**src/rtl/micro_sequencer_if.sv**
```systemverilog
// Microword / status bundle between the control store, datapath and the
// microaddress sequencer.
interface micro_sequencer_if;
    localparam int unsigned MW_W   = 41;
    localparam int unsigned IR_W   = 32;
    localparam int unsigned PSR_W  = 4;
    localparam int unsigned ADDR_W = 11;

    logic [MW_W-1:0]   MSEQ_MicroWord_In;
    logic [IR_W-1:0]   MSEQ_IR_In;
    logic [PSR_W-1:0]  MSEQ_PSR_In;
    logic              MSEQ_MemReady_In;
    logic [ADDR_W-1:0] MSEQ_MicroAddr_Out;
    logic              MSEQ_Stall_Out;
    logic              MSEQ_Decode_Out;
    logic              MSEQ_MemTimeout_Out;

    // CPU/ROM side: supplies microword and status, consumes the address.
    modport master (
        output MSEQ_MicroWord_In, MSEQ_IR_In, MSEQ_PSR_In, MSEQ_MemReady_In,
        input  MSEQ_MicroAddr_Out, MSEQ_Stall_Out, MSEQ_Decode_Out, MSEQ_MemTimeout_Out
    );

    // Sequencer side.
    modport slave (
        input  MSEQ_MicroWord_In, MSEQ_IR_In, MSEQ_PSR_In, MSEQ_MemReady_In,
        output MSEQ_MicroAddr_Out, MSEQ_Stall_Out, MSEQ_Decode_Out, MSEQ_MemTimeout_Out
    );
endinterface

```
**src/rtl/micro_sequencer.sv**
```systemverilog
// Control-store address sequencer: computes the next microaddress from the
// current microword, IR and PSR flags; stalls on memory and traps on timeout.
module micro_sequencer #(
    parameter int unsigned STALL_MAX = 16,
    parameter logic [10:0] TRAP_ADDR = 11'd2046
) (
    input logic                MSEQ_CLOCK_50,
    input logic                MSEQ_RESET_InHigh,
    micro_sequencer_if.slave   mseq_if
);
    localparam int unsigned ADDR_W = 11;
    localparam int unsigned WAIT_W = 8;
    localparam logic [WAIT_W-1:0] WAIT_LAST = WAIT_W'(STALL_MAX - 32'd1);

    localparam logic [2:0] COND_INC = 3'b000;
    localparam logic [2:0] COND_N   = 3'b001;
    localparam logic [2:0] COND_Z   = 3'b010;
    localparam logic [2:0] COND_V   = 3'b011;
    localparam logic [2:0] COND_C   = 3'b100;
    localparam logic [2:0] COND_IRB = 3'b101;
    localparam logic [2:0] COND_JMP = 3'b110;
    localparam logic [2:0] COND_DEC = 3'b111;

    logic [ADDR_W-1:0] r_csar;
    logic [WAIT_W-1:0] r_wait;
    logic              r_decode;
    logic              r_timeout;

    logic              w_rd;
    logic              w_wr;
    logic [2:0]        w_cond;
    logic [ADDR_W-1:0] w_jaddr;
    logic              w_mem;
    logic              w_timeout_now;
    logic              w_stall;
    logic [ADDR_W-1:0] w_inc;
    logic [ADDR_W-1:0] w_decode_addr;
    logic [ADDR_W-1:0] w_next_csar;
    logic [WAIT_W-1:0] w_next_wait;
    logic              w_next_decode;
    logic              w_next_timeout;
    logic              w_unused_bits;

    assign w_rd    = mseq_if.MSEQ_MicroWord_In[19];
    assign w_wr    = mseq_if.MSEQ_MicroWord_In[18];
    assign w_cond  = mseq_if.MSEQ_MicroWord_In[13:11];
    assign w_jaddr = mseq_if.MSEQ_MicroWord_In[10:0];

    // Datapath fields and the IR bits outside op/op3/i belong to other blocks.
    assign w_unused_bits = ^{mseq_if.MSEQ_MicroWord_In[40:20],
                             mseq_if.MSEQ_MicroWord_In[17:14],
                             mseq_if.MSEQ_IR_In[29:25],
                             mseq_if.MSEQ_IR_In[18:14],
                             mseq_if.MSEQ_IR_In[12:0]};

    assign w_mem         = w_rd | w_wr;
    assign w_timeout_now = w_mem & ~mseq_if.MSEQ_MemReady_In & (r_wait == WAIT_LAST);
    assign w_stall       = w_mem & ~mseq_if.MSEQ_MemReady_In & ~w_timeout_now;
    assign w_inc         = r_csar + ADDR_W'(1);
    assign w_decode_addr = {1'b1, mseq_if.MSEQ_IR_In[31:30], mseq_if.MSEQ_IR_In[24:19], 2'b00};

    // Next-state selection: timeout beats stall, stall beats COND dispatch.
    always_comb begin
        w_next_csar    = r_csar;
        w_next_wait    = '0;
        w_next_decode  = 1'b0;
        w_next_timeout = r_timeout;
        if (w_timeout_now) begin
            w_next_csar    = TRAP_ADDR;
            w_next_timeout = 1'b1;
        end else if (w_stall) begin
            w_next_wait = r_wait + WAIT_W'(1);
        end else begin
            unique case (w_cond)
                COND_INC: w_next_csar = w_inc;
                COND_N:   w_next_csar = mseq_if.MSEQ_PSR_In[3] ? w_jaddr : w_inc;
                COND_Z:   w_next_csar = mseq_if.MSEQ_PSR_In[2] ? w_jaddr : w_inc;
                COND_V:   w_next_csar = mseq_if.MSEQ_PSR_In[1] ? w_jaddr : w_inc;
                COND_C:   w_next_csar = mseq_if.MSEQ_PSR_In[0] ? w_jaddr : w_inc;
                COND_IRB: w_next_csar = mseq_if.MSEQ_IR_In[13] ? w_jaddr : w_inc;
                COND_JMP: w_next_csar = w_jaddr;
                COND_DEC: begin
                    w_next_csar   = w_decode_addr;
                    w_next_decode = 1'b1;
                end
                default:  w_next_csar = w_inc;
            endcase
        end
    end

    always_ff @(posedge MSEQ_CLOCK_50) begin
        if (MSEQ_RESET_InHigh) begin
            r_csar    <= '0;
            r_wait    <= '0;
            r_decode  <= 1'b0;
            r_timeout <= 1'b0;
        end else begin
            r_csar    <= w_next_csar;
            r_wait    <= w_next_wait;
            r_decode  <= w_next_decode;
            r_timeout <= w_next_timeout;
        end
    end

    assign mseq_if.MSEQ_MicroAddr_Out  = r_csar;
    assign mseq_if.MSEQ_Stall_Out      = w_stall;
    assign mseq_if.MSEQ_Decode_Out     = r_decode;
    assign mseq_if.MSEQ_MemTimeout_Out = r_timeout;
endmodule

```
**src/flat_wrapper.sv**
```systemverilog
// flat-port wrapper written by rule: the top's interface ports become plain ports
module micro_sequencer_flat 
#(
    parameter int unsigned STALL_MAX = 16,
    parameter logic [10:0] TRAP_ADDR = 11'd2046
)
  (MSEQ_CLOCK_50, MSEQ_RESET_InHigh, mseq_if_MSEQ_MicroWord_In, mseq_if_MSEQ_IR_In, mseq_if_MSEQ_PSR_In, mseq_if_MSEQ_MemReady_In, mseq_if_MSEQ_MicroAddr_Out, mseq_if_MSEQ_Stall_Out, mseq_if_MSEQ_Decode_Out, mseq_if_MSEQ_MemTimeout_Out);
  micro_sequencer_if mseq_if_i ();
  input logic MSEQ_CLOCK_50;
  input logic MSEQ_RESET_InHigh;
  input wire logic [$bits(mseq_if_i.MSEQ_MicroWord_In)-1:0] mseq_if_MSEQ_MicroWord_In;
  input wire logic [$bits(mseq_if_i.MSEQ_IR_In)-1:0] mseq_if_MSEQ_IR_In;
  input wire logic [$bits(mseq_if_i.MSEQ_PSR_In)-1:0] mseq_if_MSEQ_PSR_In;
  input wire logic [$bits(mseq_if_i.MSEQ_MemReady_In)-1:0] mseq_if_MSEQ_MemReady_In;
  output wire logic [$bits(mseq_if_i.MSEQ_MicroAddr_Out)-1:0] mseq_if_MSEQ_MicroAddr_Out;
  output wire logic [$bits(mseq_if_i.MSEQ_Stall_Out)-1:0] mseq_if_MSEQ_Stall_Out;
  output wire logic [$bits(mseq_if_i.MSEQ_Decode_Out)-1:0] mseq_if_MSEQ_Decode_Out;
  output wire logic [$bits(mseq_if_i.MSEQ_MemTimeout_Out)-1:0] mseq_if_MSEQ_MemTimeout_Out;
  assign mseq_if_i.MSEQ_MicroWord_In = mseq_if_MSEQ_MicroWord_In;
  assign mseq_if_i.MSEQ_IR_In = mseq_if_MSEQ_IR_In;
  assign mseq_if_i.MSEQ_PSR_In = mseq_if_MSEQ_PSR_In;
  assign mseq_if_i.MSEQ_MemReady_In = mseq_if_MSEQ_MemReady_In;
  assign mseq_if_MSEQ_MicroAddr_Out = mseq_if_i.MSEQ_MicroAddr_Out;
  assign mseq_if_MSEQ_Stall_Out = mseq_if_i.MSEQ_Stall_Out;
  assign mseq_if_MSEQ_Decode_Out = mseq_if_i.MSEQ_Decode_Out;
  assign mseq_if_MSEQ_MemTimeout_Out = mseq_if_i.MSEQ_MemTimeout_Out;
  micro_sequencer #(.STALL_MAX(STALL_MAX), .TRAP_ADDR(TRAP_ADDR)) u_core (.MSEQ_CLOCK_50(MSEQ_CLOCK_50), .MSEQ_RESET_InHigh(MSEQ_RESET_InHigh), .mseq_if(mseq_if_i));
endmodule
```
**config.mk**
```make
export PLATFORM = sky130hd
export DESIGN_NAME = micro_sequencer_flat
export DESIGN_NICKNAME = d
export VERILOG_FILES = /design/src/rtl/micro_sequencer_if.sv /design/src/rtl/micro_sequencer.sv /design/src/flat_wrapper.sv
export SDC_FILE = /design/constraint.sdc
export NUM_CORES = 1
export LEC_CHECK = 0
export BUFFER_PORTS_ARGS = -buffer_cell sky130_fd_sc_hd__buf_2
export CAP_MARGIN = 0
export CORE_ASPECT_RATIO = 1.75
export CORE_MARGIN = 4
export CORE_UTILIZATION = 41
export DETAILED_ROUTE_END_ITERATION = 6
export PLACE_DENSITY = 0.8
export SETUP_SLACK_MARGIN = 0.15
export SLEW_MARGIN = 10
export SYNTH_ARGS = -nofsm -noshare
export SYNTH_HDL_FRONTEND = slang
export SYNTH_SLANG_ARGS = --single-unit
```
**constraint.sdc**
```tcl
create_clock -name MSEQ_CLOCK_50 -period 1.7 [get_ports MSEQ_CLOCK_50]
set_input_delay 0.255 -clock MSEQ_CLOCK_50 [delete_from_list [all_inputs] [get_ports MSEQ_CLOCK_50]]
set_output_delay 0.255 -clock MSEQ_CLOCK_50 [all_outputs]
set_load 0.01 [all_outputs]
```
# Yosys cells after proc, flatten, opt, wreduce, memory -nomap -nowiden
# Cells that the tools add are included.
[word_totals]
reg_bits = 21
latchBits = 0
ramBits = 0
romBits = 0
inputBits = 80
output_inout_bits = 14
wordCells = 36
mem_count = 0
[classes]
n_addsub = 2
multipliers = 0
div_mod_pow = 0
n_lt_le_gt_ge = 0
n_eq_ne = 9
n_shift = 0
n_mux = 9
n_bitwise = 7
reduce_logical = 4
[ops]
columns = ["cell", "count"]
rows = [
  ["$pmux 11 s8", 1],
  ["$mux 11", 7],
  ["$eq 3x3->1 const B", 4],
  ["$add 11x1->11 const B", 1],
  ["$add 8x1->8 const B", 1],
  ["$eq 8x4->1 const B", 1],
  ["$eq 3x2->1 const B", 2],
  ["$reduce_or 3->1", 2],
  ["$and 1x1->1", 3],
  ["$eq 3x1->1 const B", 1],
  ["$logic_not 3->1", 1],
  ["$not 1->1", 3],
  ["$ne 2x1->1 const B", 1],
  ["$reduce_or 2->1", 1],
  ["$mux 1", 1],
  ["$or 1x1->1", 1],
]

# Longest topological paths before layout
# Gate-level depths: netlist (run 1).
[depth]
depth_word = 7
ltp_mapped = 7
depth_no_buf = 6

# Least setup slack after synthesis (run 1)
# No wires, ideal clock.
[synth_path]
path_kind = "input to register"
startpoint = "input mseq_if_MSEQ_MicroWord_In[12]"
endpoint = "register u_core.r_csar[1] (netlist: u_core.mseq_if.MSEQ_MicroAddr_Out[1])"
setup_ns = 0.132
t_arrival_ns = 1.353
required_ns = 1.568
slack_ns = 0.216
stages = 7
n_path_buf = 2
path_cell_list = "buf_2 nand2_1 nor2_1 a221o_1 buf_4 a221oi_1 nor3_1"
[synth_between]
elab_chain_len = 4
elab_cells_between_ends = 11
cone_classes = "eq/ne (7); mux (3); reduce/logical (1)"
[synth_rtl]
columns = ["item", "line", "text"]
rows = [
  ["start, declared", "flat_wrapper.sv:11", "input wire logic [$bits(mseq_if_i.MSEQ_MicroWord_In)-1:0] mseq_if_MSEQ_MicroWord_In;"],
  ["$eq 3x3->1, or another cell as far along", "micro_sequencer.sv:74", "unique case (w_cond)"],
  ["$pmux 11 s8 *", "micro_sequencer.sv:74", ""],
  ["$mux 11 *", "micro_sequencer.sv:71", "end else if (w_stall) begin"],
  ["$mux 11 *", "micro_sequencer.sv:68", "if (w_timeout_now) begin"],
  ["end signal, assigned", "micro_sequencer.sv:98", "r_csar <= w_next_csar;"],
  ["end, declared", "micro_sequencer.sv:24", "logic [ADDR_W-1:0] r_csar;"],
]
# Mark *: on every way between the ends. The rest lies on a longest branch, timed or not. The select of a mux whose other input is x is not followed.
# A chain may end at the register's enable or synchronous reset.

# Final worst setup path (run 1)
[layout_path]
startpoint = "register u_core.r_wait[4]"
endpoint = "output mseq_if_MSEQ_Stall_Out"
[layout_between]
elab_chain_len = 4
[layout_rtl]
columns = ["item", "line", "text"]
rows = [
  ["start, declared", "micro_sequencer.sv:25", "logic [WAIT_W-1:0] r_wait;"],
  ["start signal, assigned", "micro_sequencer.sv:99", "r_wait <= w_next_wait;"],
  ["$eq 8x4->1", "micro_sequencer.sv:57", "assign w_timeout_now = w_mem & ~mseq_if.MSEQ_MemReady_In & (r_wait == WAIT_LAST);"],
  ["$and 1x1->1", "micro_sequencer.sv:57", ""],
  ["$not 1->1", "micro_sequencer.sv:58", "assign w_stall = w_mem & ~mseq_if.MSEQ_MemReady_In & ~w_timeout_now;"],
  ["$and 1x1->1", "micro_sequencer.sv:58", ""],
  ["end, declared", "flat_wrapper.sv:16", "output wire logic [$bits(mseq_if_i.MSEQ_Stall_Out)-1:0] mseq_if_MSEQ_Stall_Out;"],
]
# No other way between the ends.

==> results of run 1 <==
cells in the mapped netlist, types with 3 or more instances:
cell and count:
xnor2_1 7, a221oi_1 9, nand2_1 15, dfxtp_1 21, nor3_1 6, o21ai_0 3, inv_1 5, a211oi_1 6
nand4_1 3, nand3_1 9, nor2_1 27, xor2_1 5, clkbuf_1 3
through the flow:
stage / setup WS, ns / total power, mW / setup TNS (ns) / cell area (um2) / instances
after floorplan: 0.216 / 0.732 / 0 / 1320 / 162
after global placement: -0.0675 / 0.852 / -0.279 / 1660 / 256
after detailed placement: -0.0774 / 0.857 / -0.428 / 1660 / 256
after CTS: -0.0472 / 1.18 / -0.0472 / 1730 / 262
after global routing: -0.0613 / 1.25 / -0.0921 / 1770 / 262
final: -0.0305 / 1.19 / -0.0305 / 1770 / 262
what timing repair did:
item | in CTS | in global routing
setup buffers | 1 | 0
endpoints found under the setup margin | 9 | 20
pin swaps | 4 | 3
resized for setup | 3 | 10
gates cloned | 1 | 0
final timing paths:
path,startpoint,end,slack [ns]
worst max-delay path,u_core.r_wait[4]$_SDFF_PP0_,mseq_if_MSEQ_Stall_Out,-0.03
worst min-delay path,mseq_if_MSEQ_MicroWord_In[6],u_core.mseq_if.MSEQ_MicroAddr_Out[6]$_SDFFE_PP0P_,0.25
worst max register to register,u_core.r_wait[4]$_SDFF_PP0_,u_core.mseq_if.MSEQ_MicroAddr_Out[10]$_SDFFE_PP0P_,0.04
worst min register to register,u_core.r_wait[0]$_SDFF_PP0_,u_core.r_wait[0]$_SDFF_PP0_,0.46
layout make-up:
type,instances,share of cell area [%]
multi-input combinational,128,50.0
sequential,21,23.8
timing repair buffer,61,19.5
tap,43,3.04
clock buffer,4,2.54
inverter,5,1.06
cells by family after synthesis:
| family | Yosys count | synth area share [%] |
|---|---|---|
| AO/OA/AOI/OAI | 35 | 21.3 |
| XOR/XNOR | 12 | 7.94 |
| adder cells (fa/ha/maj) | 2 | 1.89 |
| buffers and inverters | 14 | 5.86 |
| flip-flops | 21 | 31.8 |
| multiplexers | 2 | 1.61 |
| AND/OR/NAND/NOR | 76 | 29.7 |
sequential cells by signal, summed over array words and instances (netlist names):
register / cells
u_core.mseq_if.MSEQ_MicroAddr_Out: 11
u_core.r_wait: 8
u_core.mseq_if.MSEQ_MemTimeout_Out: 1
u_core.mseq_if.MSEQ_Decode_Out: 1
cells in the final DEF, fill, tap and decap left out, drive strengths merged, types with 3 or more instances in the layout:
master,instances
xnor2,7
nor2,29
nor3,6
clkbuf,4
nand4,3
or2,3
a211oi,6
a221oi,10
xor2,5
buf,61
inv,5
nand2,15
dfxtp,21
o21ai,4
nand3,9
power by group:
group	internal, mW	switching (mW)	leakage [nW]
clock	0.167	0.163	0.0228
combinational	0.151	0.162	0.575
sequential	0.519	0.0329	0.172
metal layers:
layer	share of wire, %	track usage, %
met4	0.79	7.60
met1	37	18.6
met2	57	34.7
met3	5.1	2.15
met5	0	0
worst max-delay path: cells and delay by family, from the launching register on:
family / cells / cell delay, ns
simple gates: 1 / 0.55
compound gates: 1 / 0.17
flops: 1 / 0.32
buf+inv: 2 / 0.18
==> flow_metrics.py, run 1 <==
metrics = {
    "detailed_routing": {
        "num_vias": 1442,
        "via_per_inst": 5.50,
        "routed_wirelength_um": 3670,
        "drc_errors": 0,
        "drtIter0Drc": 43,
        "route.detailed.wl_per_inst_um": 14.0,
        "detail-route-antenna-nets": 0,
        "drtPass1Iterations": 4,
    },
    "setup_path": {
        "cp-end-kind": "output port",
        "slowest_delay_ns": 0.55,
        "worstRegToRegCells": 6,
        "cp.arrival_ns": 1.48,
        "crit_fanout": 2,
        "crit_type": "flop to output port",
        "critPathSlowestCell": "or4_4",
        "cp-start-kind": "flop",
        "worstPathCellList": "or4_4 > o21ai_4 > inv_1 > buf_2",
        "worstPathRequired_ns": 1.44,
    },
    "pwr": {
        "vdd_drop_max_mv": 0.557,
        "power_density_nw_per_um2": 674,
        "p_leak_nw": 0.770,
    },
    "timing": {
        "rsz0062_at_grt": "true",
        "worst_slack_ns": -0.0305,
        "period_minus_slack_ns": 1.73,
        "tightestPinTransition_ns": 0.413,
        "fin_crit_sh_pct": 102,
        "fin_skew_ns": 0.00357,
        "slew_headroom_pct": 72.5,
        "fmax_mhz": 578,
        "setup_viol": 1,
        "slew_viol_final": 0,
        "worst_hold_slack_ns": 0.247,
        "hold_viol_final": 0,
    },
    "yosys": {
        "syn_avg_cell_area_um2": 8.17,
        "yosysTopAreaCellShare_pct": 31.8,
        "synth_top_cell_by_area": "dfxtp_1",
        "synth_area_um2": 1320,
        "synthArstFlopShare_pct": 0,
        "ys_warn_count": 0,
        "synth.distinct_cells": 47,
        "synth.area.top_cells": "dfxtp_1 (32%), nor2_1 (7.7%), a221oi_1 (6.0%), xnor2_1 (4.6%), nand2_1 (4.3%)",
        "ys_seq_area_share_pct": 31.8,
        "syn_nets": 244,
        "ys_ff_latch": 21,
        "synth-edff-count": 0,
        "ys.flop_type": "dfxtp_1",
        "postSynthCellCount": 162,
    },
    "global_route": {
        "grt_pass1_vias": 1471,
        "antenna_found_initial": 0,
        "grt.total_usage_pct": 18.1,
        "grt_max_degree": 16,
        "overflow": 0,
        "grt_pass1_wl_um": 6160,
    },
    "floorplanning": {
        "core_um2": 3140,
        "io_pins": 94,
        "die_area_um2": 4240,
        "die_w_um": 51.0,
        "die_h_um": 83.2,
        "start_util_pct": 42.1,
        "rows": 27,
    },
    "final_layout": {
        "nets": 302,
        "multi_input_area_um2": 886,
        "drive_gt1_share_pct": 41.1,
        "num_antenna_cells": 0,
        "nFillCells": 303,
        "area_delta_synth_final_pct": 33.7,
        "seq_area_um2": 422,
        "final_util_pct": 56.4,
    },
    "clocking": {
        "cts_buffers": 3,
        "cts.clk_slew.worst_paths_ns": 0.08,
        "clk_latency_ns": 0.26,
        "holdBufCountCts": 0,
        "clockRootBuffer": "clkbuf_8",
        "clock_sinks": 21,
        "htree_levels": 1,
        "cts_tree": "yes",
        "ctsLongestPathBuffers": 2,
    },
    "outcome": {
        "status": "finished with violations",
        "violations": "setup timing",
    },
    "worst_hold_path": {
        "hold_depth": 3,
        "hold_path_class": "input pin to flop",
    },
    "job": {
        "drv_cap": 0,
    },
    "placement": {
        "gp_congestion": 0.828,
        "dpl.hpwl_um": 2840,
        "io_buffers": 45,
    },
}
Power figures use the tool's default switching activity.
==> run 2, diff against run 1 <==
--- a/config.mk
+++ b/config.mk
@@ -12,6 +12,7 @@
 export CORE_UTILIZATION = 41
 export DETAILED_ROUTE_END_ITERATION = 6
 export PLACE_DENSITY = 0.8
+export REMOVE_ABC_BUFFERS = 1
 export SETUP_SLACK_MARGIN = 0.15
 export SLEW_MARGIN = 10
 export SYNTH_ARGS = -nofsm -noshare
==> constraint.sdc (replaced) <==
create_clock -name MSEQ_CLOCK_50 -period 1.7 [get_ports MSEQ_CLOCK_50]
set_input_delay 0.255 -clock MSEQ_CLOCK_50 [delete_from_list [all_inputs] [get_ports MSEQ_CLOCK_50]]
set_output_delay 0.255 -clock MSEQ_CLOCK_50 [all_outputs]
set_load 0.1 [all_outputs]
==> run 2 against run 1 <==
Compared with the run above:
- the flow still finishes with violations (setup timing)
- highest routed layer unchanged
- critical path type unchanged
- global-route usage decreased by 0.25 points
- critical path depth unchanged
- cell area increased by 2.1%
- clock skew decreased by 0.00058 ns
- register-to-register slack got worse by 0.11 ns
- largest cell class unchanged
- critical endpoint unchanged
- non-clock buffer count increased by 2
- worst setup slack got worse by 0.078 ns
- worst hold slack got worse by 0.0015 ns
- power increased by 16%
==> flow_metrics.py, run 2 (same netlist as run 1, synthesis figures left out) <==
metrics = {
    "setup_path": {
        "cp.arrival_ns": 1.55,
        "worstPathRequired_ns": 1.44,
        "crit_fanout": 2,
        "critPathSlowestCell": "or4_4",
        "cp_top_family": "simple AND/OR/NAND/NOR gates",
        "cp-end-kind": "output port",
        "cp-start-kind": "flop",
        "worstPathBufferInverterCount": 2,
        "crit_type": "flop to output port",
        "slowest_delay_ns": 0.54,
        "worstPathCellList": "or4_4 > o21ai_4 > inv_2 > buf_12",
    },
    "placement": {
        "io_buffers": 45,
        "gp_congestion": 0.836,
        "dp_worst_setup_slack_ns": -0.0221,
        "dpl.hpwl_um": 2810,
        "dpl.cell_count": 256,
    },
    "timing": {
        "fmax_mhz": 553,
        "finalSetupTns_ns": -0.426,
        "tightestPinTransition_ns": 0.489,
        "worst_slack_ns": -0.109,
        "slew_viol_final": 0,
        "rsz0062_at_grt": "true",
        "fin_skew_ns": 0.00300,
        "hold_viol_final": 0,
        "period_minus_slack_ns": 1.81,
        "setup_viol": 13,
        "slew_headroom_pct": 67.6,
        "fin_crit_sh_pct": 106,
        "worst_hold_slack_ns": 0.246,
    },
    "floorplanning": {
        "rows": 27,
        "die_area_um2": 4240,
        "start_util_pct": 42.1,
        "core_um2": 3140,
        "die_w_um": 51.0,
        "die_h_um": 83.2,
        "io_pins": 94,
    },
    "global_route": {
        "grt_pass1_wl_um": 6020,
        "grt_most_used_layer": "met2",
        "use_met3_pct": 1.44,
        "grt_use_met1_pct": 19.9,
        "antenna_found_initial": 0,
        "grt_max_degree": 16,
        "grt_pass1_vias": 1450,
        "overflow": 0,
        "met2_usage_pct": 30.6,
        "grt.total_usage_pct": 17.9,
    },
    "clocking": {
        "clockRootBuffer": "clkbuf_8",
        "clk_latency_ns": 0.26,
        "cts.clk_slew.worst_paths_ns": 0.08,
        "cts_buffers": 3,
        "htree_levels": 1,
        "cts_tree": "yes",
        "clock_sinks": 21,
        "ctsLongestPathBuffers": 2,
    },
    "final_layout": {
        "mostFrequentLayoutCells": "buf_2 (44), nor2_1 (27), dfxtp_1 (20)",
        "drive_gt1_share_pct": 41.2,
        "nets": 304,
        "instances_no_fill": 264,
        "final_common_cell": "buf_2",
        "largest_register_ffs": 11,
        "area_delta_synth_final_pct": 36.6,
        "num_antenna_cells": 0,
        "nFillCells": 279,
    },
    "pwr": {
        "p_leak_nw": 0.792,
        "vdd_drop_max_mv": 0.623,
        "power_mw": 1.39,
        "power_density_nw_per_um2": 767,
    },
    "detailed_routing": {
        "drtPass1Iterations": 4,
        "drc_errors": 0,
        "num_vias": 1469,
        "route.detailed.wl_per_inst_um": 14.5,
        "detail-route-antenna-nets": 0,
        "drtIter0Drc": 24,
        "via_per_inst": 5.56,
        "routed_wirelength_um": 3820,
    },
    "job": {
        "drv_cap": 0,
    },
    "outcome": {
        "violations": "setup timing",
        "status": "finished with violations",
    },
    "worst_hold_path": {
        "hold_path_class": "input pin to flop",
    },
}
==> run 2: cell count changes in the layout (fill, tap and decap cells not counted), moves of 2 or more <==
cell and delta:
a211oi_1 -2, a211oi_2 +2, buf_6 +2, ha_1 +2
ha_2 -2
==> run 2: power breakdown <==
group,internal [mW],total (mW),switching (mW),leakage [nW]
sequential,0.519,0.551,0.0322,0.172
combinational,0.160,0.506,0.346,0.597
clock,0.167,0.330,0.163,0.0228
==> run 2: metrics by stage <==
step / util, % / cell area, um2
finish: 57.5 / 1810
global route: 57.5 / 1810
CTS: 56.0 / 1760
detailed placement: 52.7 / 1660
global placement: 52.7 / 1660
floorplan: - / 1260
==> run 2: tightest hold or removal path, stage by stage <==
cell and delay [ns]:
buf_2 0.10, nand2_1 0.05, a211oi_1 0.06
==> run 2: path summary, 6_finish.rpt <==
| path | slack, ns | start | cells past startpoint | end |
|---|---|---|---|---|
| worst max-delay path | -0.11 | u_core.r_wait[6]$_SDFF_PP0_ | 4 | mseq_if_MSEQ_Stall_Out |
| worst max register to register | -0.07 | u_core.r_wait[6]$_SDFF_PP0_ | 7 | u_core.mseq_if.MSEQ_MicroAddr_Out[0]$_SDFFE_PP0N_ |
| worst min register to register | 0.47 | u_core.mseq_if.MSEQ_MemTimeout_Out$_SDFFE_PP0P_ | 2 | u_core.mseq_if.MSEQ_MemTimeout_Out$_SDFFE_PP0P_ |
| worst min-delay path | 0.25 | mseq_if_MSEQ_MicroWord_In[8] | 3 | u_core.mseq_if.MSEQ_MicroAddr_Out[8]$_SDFFE_PP0P_ |
==> run 2: repair_timing <==
action,CTS,global route
setup buffers,2,1
setup endpoints to repair,17,20
hold buffers,0,0
pin swaps,5,7
resized for setup,11,8
cloned,1,0
endpoints found under the hold margin,0,0
==> run 2: area by class of cell <==
cell class	count	area, um2	share of cell area, %
clock buffers	4	45.0	2.49
inverters	5	18.8	1.04
multi-input cells	128	886	49.0
flip-flops and latches	21	422	23.3
well taps	43	53.8	2.98
repair buffers	63	383	21.2
==> run 2: routing by layer <==
layer  routed length (um)  vias up  share of wire [%]
met5                    0        -                  0
met4                  175        0                4.6
met3                  207       18                5.4
met2                 2040       63                 53
met1                 1390      676                 36
li1                     -      712                  -
==> run 3, diff against run 2 <==
--- a/config.mk
+++ b/config.mk
@@ -5,13 +5,14 @@
 export SDC_FILE = /design/constraint.sdc
 export NUM_CORES = 1
 export LEC_CHECK = 0
+export ABC_AREA = 1
 export BUFFER_PORTS_ARGS = -buffer_cell sky130_fd_sc_hd__buf_2
 export CAP_MARGIN = 0
 export CORE_ASPECT_RATIO = 1.75
 export CORE_MARGIN = 4
-export CORE_UTILIZATION = 41
+export CORE_UTILIZATION = 45
 export DETAILED_ROUTE_END_ITERATION = 6
-export PLACE_DENSITY = 0.8
+export PLACE_DENSITY = 0.81
 export REMOVE_ABC_BUFFERS = 1
 export SETUP_SLACK_MARGIN = 0.15
 export SLEW_MARGIN = 10
==> run 3 against run 2 <==
Compared with the run above:
- the run now ends clean
- sequential share of layout area decreased by 4.2 points
- maximum frequency increased by 15%
- via count increased by 37%
==> flow_metrics.py, run 3 <==
metrics = {
    "outcome": {
        "status": "complete, no violations",
    },
    "pwr": {
        "seqPwrFrac_pct": 37.5,
        "clock_power_share_pct": 22.4,
        "switching_power_mw": 0.628,
        "internal-power_mw": 0.856,
        "vdd_drop_max_mv": 0.364,
        "p_leak_nw": 1.17,
        "combPwrFrac_pct": 40.0,
        "power_density_nw_per_um2": 659,
        "switching_share_pct": 42.3,
    },
    "clocking": {
        "clk_latency_ns": 0.26,
        "cts_tree": "yes",
        "cts.clk_slew.worst_paths_ns": 0.08,
        "htree_levels": 1,
        "cts_buffers": 3,
        "clock_sinks": 21,
        "holdBufCountCts": 0,
        "ctsLongestPathBuffers": 2,
        "clockRootBuffer": "clkbuf_8",
    },
    "timing": {
        "fmax_mhz": 635,
        "setup_viol": 0,
        "rsz0062_at_grt": "true",
        "period_minus_slack_ns": 1.57,
        "hold_viol_final": 0,
        "slew_headroom_pct": 67.2,
        "tightestPinTransition_ns": 0.495,
        "slew_viol_final": 0,
        "worst_hold_slack_ns": 0.218,
        "fin_crit_sh_pct": 92.6,
        "fin_skew_ns": 0.00379,
    },
    "detailed_routing": {
        "num_vias": 2011,
        "drc_errors": 0,
        "wl_met2_um": 2650,
        "route.detailed.wl_per_inst_um": 12.5,
        "routed_wirelength_um": 4820,
        "drtIter0Drc": 49,
        "drtPass1Iterations": 4,
        "wl_met3_um": 240,
        "drt-met1-wl_um": 1850,
        "dr.max_layer_used": "met4",
        "detail-route-antenna-nets": 0,
        "via_per_inst": 5.21,
    },
    "yosys": {
        "yosysTopAreaCellShare_pct": 24.5,
        "yosysMostFrequentCell": "nand2_1",
        "synthSimpleGateAreaFrac_pct": 47.4,
        "synth_xor_area_share_pct": 2.55,
        "synthTopCellsByCount": "nand2_1 (75), inv_1 (42), nand3_1 (36), nor2_1 (28), dfxtp_1 (21)",
        "synth.distinct_cells": 34,
        "ys.flop_type": "dfxtp_1",
        "synth_area_um2": 1720,
        "synth.area.top_cells": "dfxtp_1 (24%), nand2_1 (16%), nand3_1 (10%), inv_1 (9.2%), nor2_1 (6.1%)",
        "postSynthCellCount": 282,
        "synth_adder_area_share_pct": 1.46,
        "syn_avg_cell_area_um2": 6.09,
        "synth-edff-count": 0,
        "ys_warn_count": 0,
        "synthMuxAreaShare_pct": 0,
        "synth_top_cell_by_area": "dfxtp_1",
        "synthArstFlopShare_pct": 0,
        "ys_seq_area_share_pct": 24.5,
        "synth_top_family_by_area": "simple AND/OR/NAND/NOR gates",
        "ys_ff_latch": 21,
        "synth_compound_area_share_pct": 13.3,
    },
    "final_layout": {
        "fin_area_um2": 2250,
        "num_antenna_cells": 0,
        "final_common_cell": "nand2_1",
        "instances_no_fill": 386,
        "nets": 423,
        "largest_register_ffs": 11,
        "area_delta_synth_final_pct": 31.0,
        "drive_gt1_share_pct": 32.1,
        "mostFrequentLayoutCells": "nand2_1 (70), buf_2 (44), inv_1 (40)",
    },
    "setup_path": {
        "reg2reg_from": "u_core.mseq_if.MSEQ_MicroAddr_Out[1]$_SDFFE_PP0P_",
        "r2r_end": "u_core.mseq_if.MSEQ_MicroAddr_Out[2]$_SDFFE_PP0P_",
        "worstPathRequired_ns": 1.44,
        "startpoint": "u_core.r_wait[1]$_SDFF_PP0_",
        "critPathSlowestCell": "dfxtp_2",
        "worstPathCellList": "ha_4 > nand2_4 > nor2_4 > nand3_2 > nand2_2 > inv_2 > buf_12",
        "cp-start-kind": "flop",
        "cp-end-kind": "output port",
        "worstRegToRegCells": 9,
        "crit_type": "flop to output port",
        "cp.arrival_ns": 1.32,
        "crit_fanout": 3,
        "cp_top_family": "flip-flops",
        "r2r_slack_ns": 0.23,
        "slowest_delay_ns": 0.36,
        "worstPathBufferInverterCount": 2,
    },
    "placement": {
        "dpl.hpwl_um": 3690,
        "place_area_um2": 2050,
        "io_buffers": 45,
        "gp_congestion": 0.881,
        "dpl.cell_count": 377,
    },
    "worst_hold_path": {
        "hold_path_class": "input pin to flop",
        "hp-start": "MSEQ_RESET_InHigh",
        "whs_endpoint": "u_core.mseq_if.MSEQ_MicroAddr_Out[7]$_SDFFE_PP0P_",
        "hold_depth": 2,
    },
    "floorplanning": {
        "io_pins": 94,
        "core_um2": 3660,
        "die_area_um2": 4910,
        "die_w_um": 54.7,
        "die_h_um": 89.7,
        "start_util_pct": 46.8,
        "rows": 29,
    },
    "global_route": {
        "grt_max_degree": 13,
        "antenna_found_initial": 0,
        "grt_pass1_wl_um": 7920,
        "overflow": 0,
        "grt_pass1_vias": 1874,
        "grt.total_usage_pct": 20.6,
    },
    "job": {
        "drv_cap": 0,
    },
}
-- run 3: changes by cell type in the layout (fill, tap and decap cells not counted), sizes merged, moves of 7 or more --
cell	change
inv	+40
a21oi	+8
nand3	+31
a221oi	-10
buf	-7
nand2	+66
o21ai	+9
-- run 3: power groups by stage --
stage / logic (mW) / registers (mW) / clock network (mW)
floorplan: 0.229 / 0.736 / 0
global placement: 0.558 / 0.558 / 0
detailed placement: 0.564 / 0.558 / 0
CTS: 0.575 / 0.549 / 0.331
global route: 0.644 / 0.561 / 0.356
finish: 0.594 / 0.557 / 0.333
-- run 3: worst max-delay path by stage --
stage                                                              to  cells after the start
detailed placement  u_core.mseq_if.MSEQ_MicroAddr_Out[2]$_SDFFE_PP0P_                      9
global placement    u_core.mseq_if.MSEQ_MicroAddr_Out[2]$_SDFFE_PP0P_                      9
global route                                   mseq_if_MSEQ_Stall_Out                      7
floorplan           u_core.mseq_if.MSEQ_MicroAddr_Out[8]$_SDFFE_PP0P_                     10
CTS                                            mseq_if_MSEQ_Stall_Out                      7
finish                                         mseq_if_MSEQ_Stall_Out                      7
-- run 3: cells by family after synthesis --
group | count (synthesis)
and+or+nand+nor | 171
buffers and inverters | 47
AOI/OAI and AO/OA | 36
DFF | 21
xor gates and xnor gates | 5
adders and majority gates | 2
-- run 3: final cells by class --
type,count,area [um2]
well taps,46,57.6
clock buffers,3,41.3
fillers,340,1420
clock inverters,1,5.00
flip-flops and latches,21,429
multi-input cells,214,1210
repair buffers,56,330
inverters,45,171
-- run 3: per-stage QoR --
step | TNS (ns) | power, mW | setup slack [ns] | util, %
finish | 0 | 1.48 | 0.126 | 61.4
global route | 0 | 1.56 | 0.0238 | 61.4
CTS | 0 | 1.46 | 0.0672 | 58.9
detailed placement | 0 | 1.12 | 0.0766 | 55.9
global placement | 0 | 1.12 | 0.0908 | 55.9
floorplan | -4.39 | 0.965 | -0.649 | -
-- run 3: layer usage --
metal  track usage [%]  vias up
met2              37.1       56
met5                 0        -
li1                  -     1024
met3              1.99        7
met4              7.48        0
met1              23.1      924
-- run 3: what timing repair did --
item	in CTS	in global routing
setup buffers	4	1
resized for setup	13	22
pin swaps	5	9
endpoints found under the setup margin	6	17
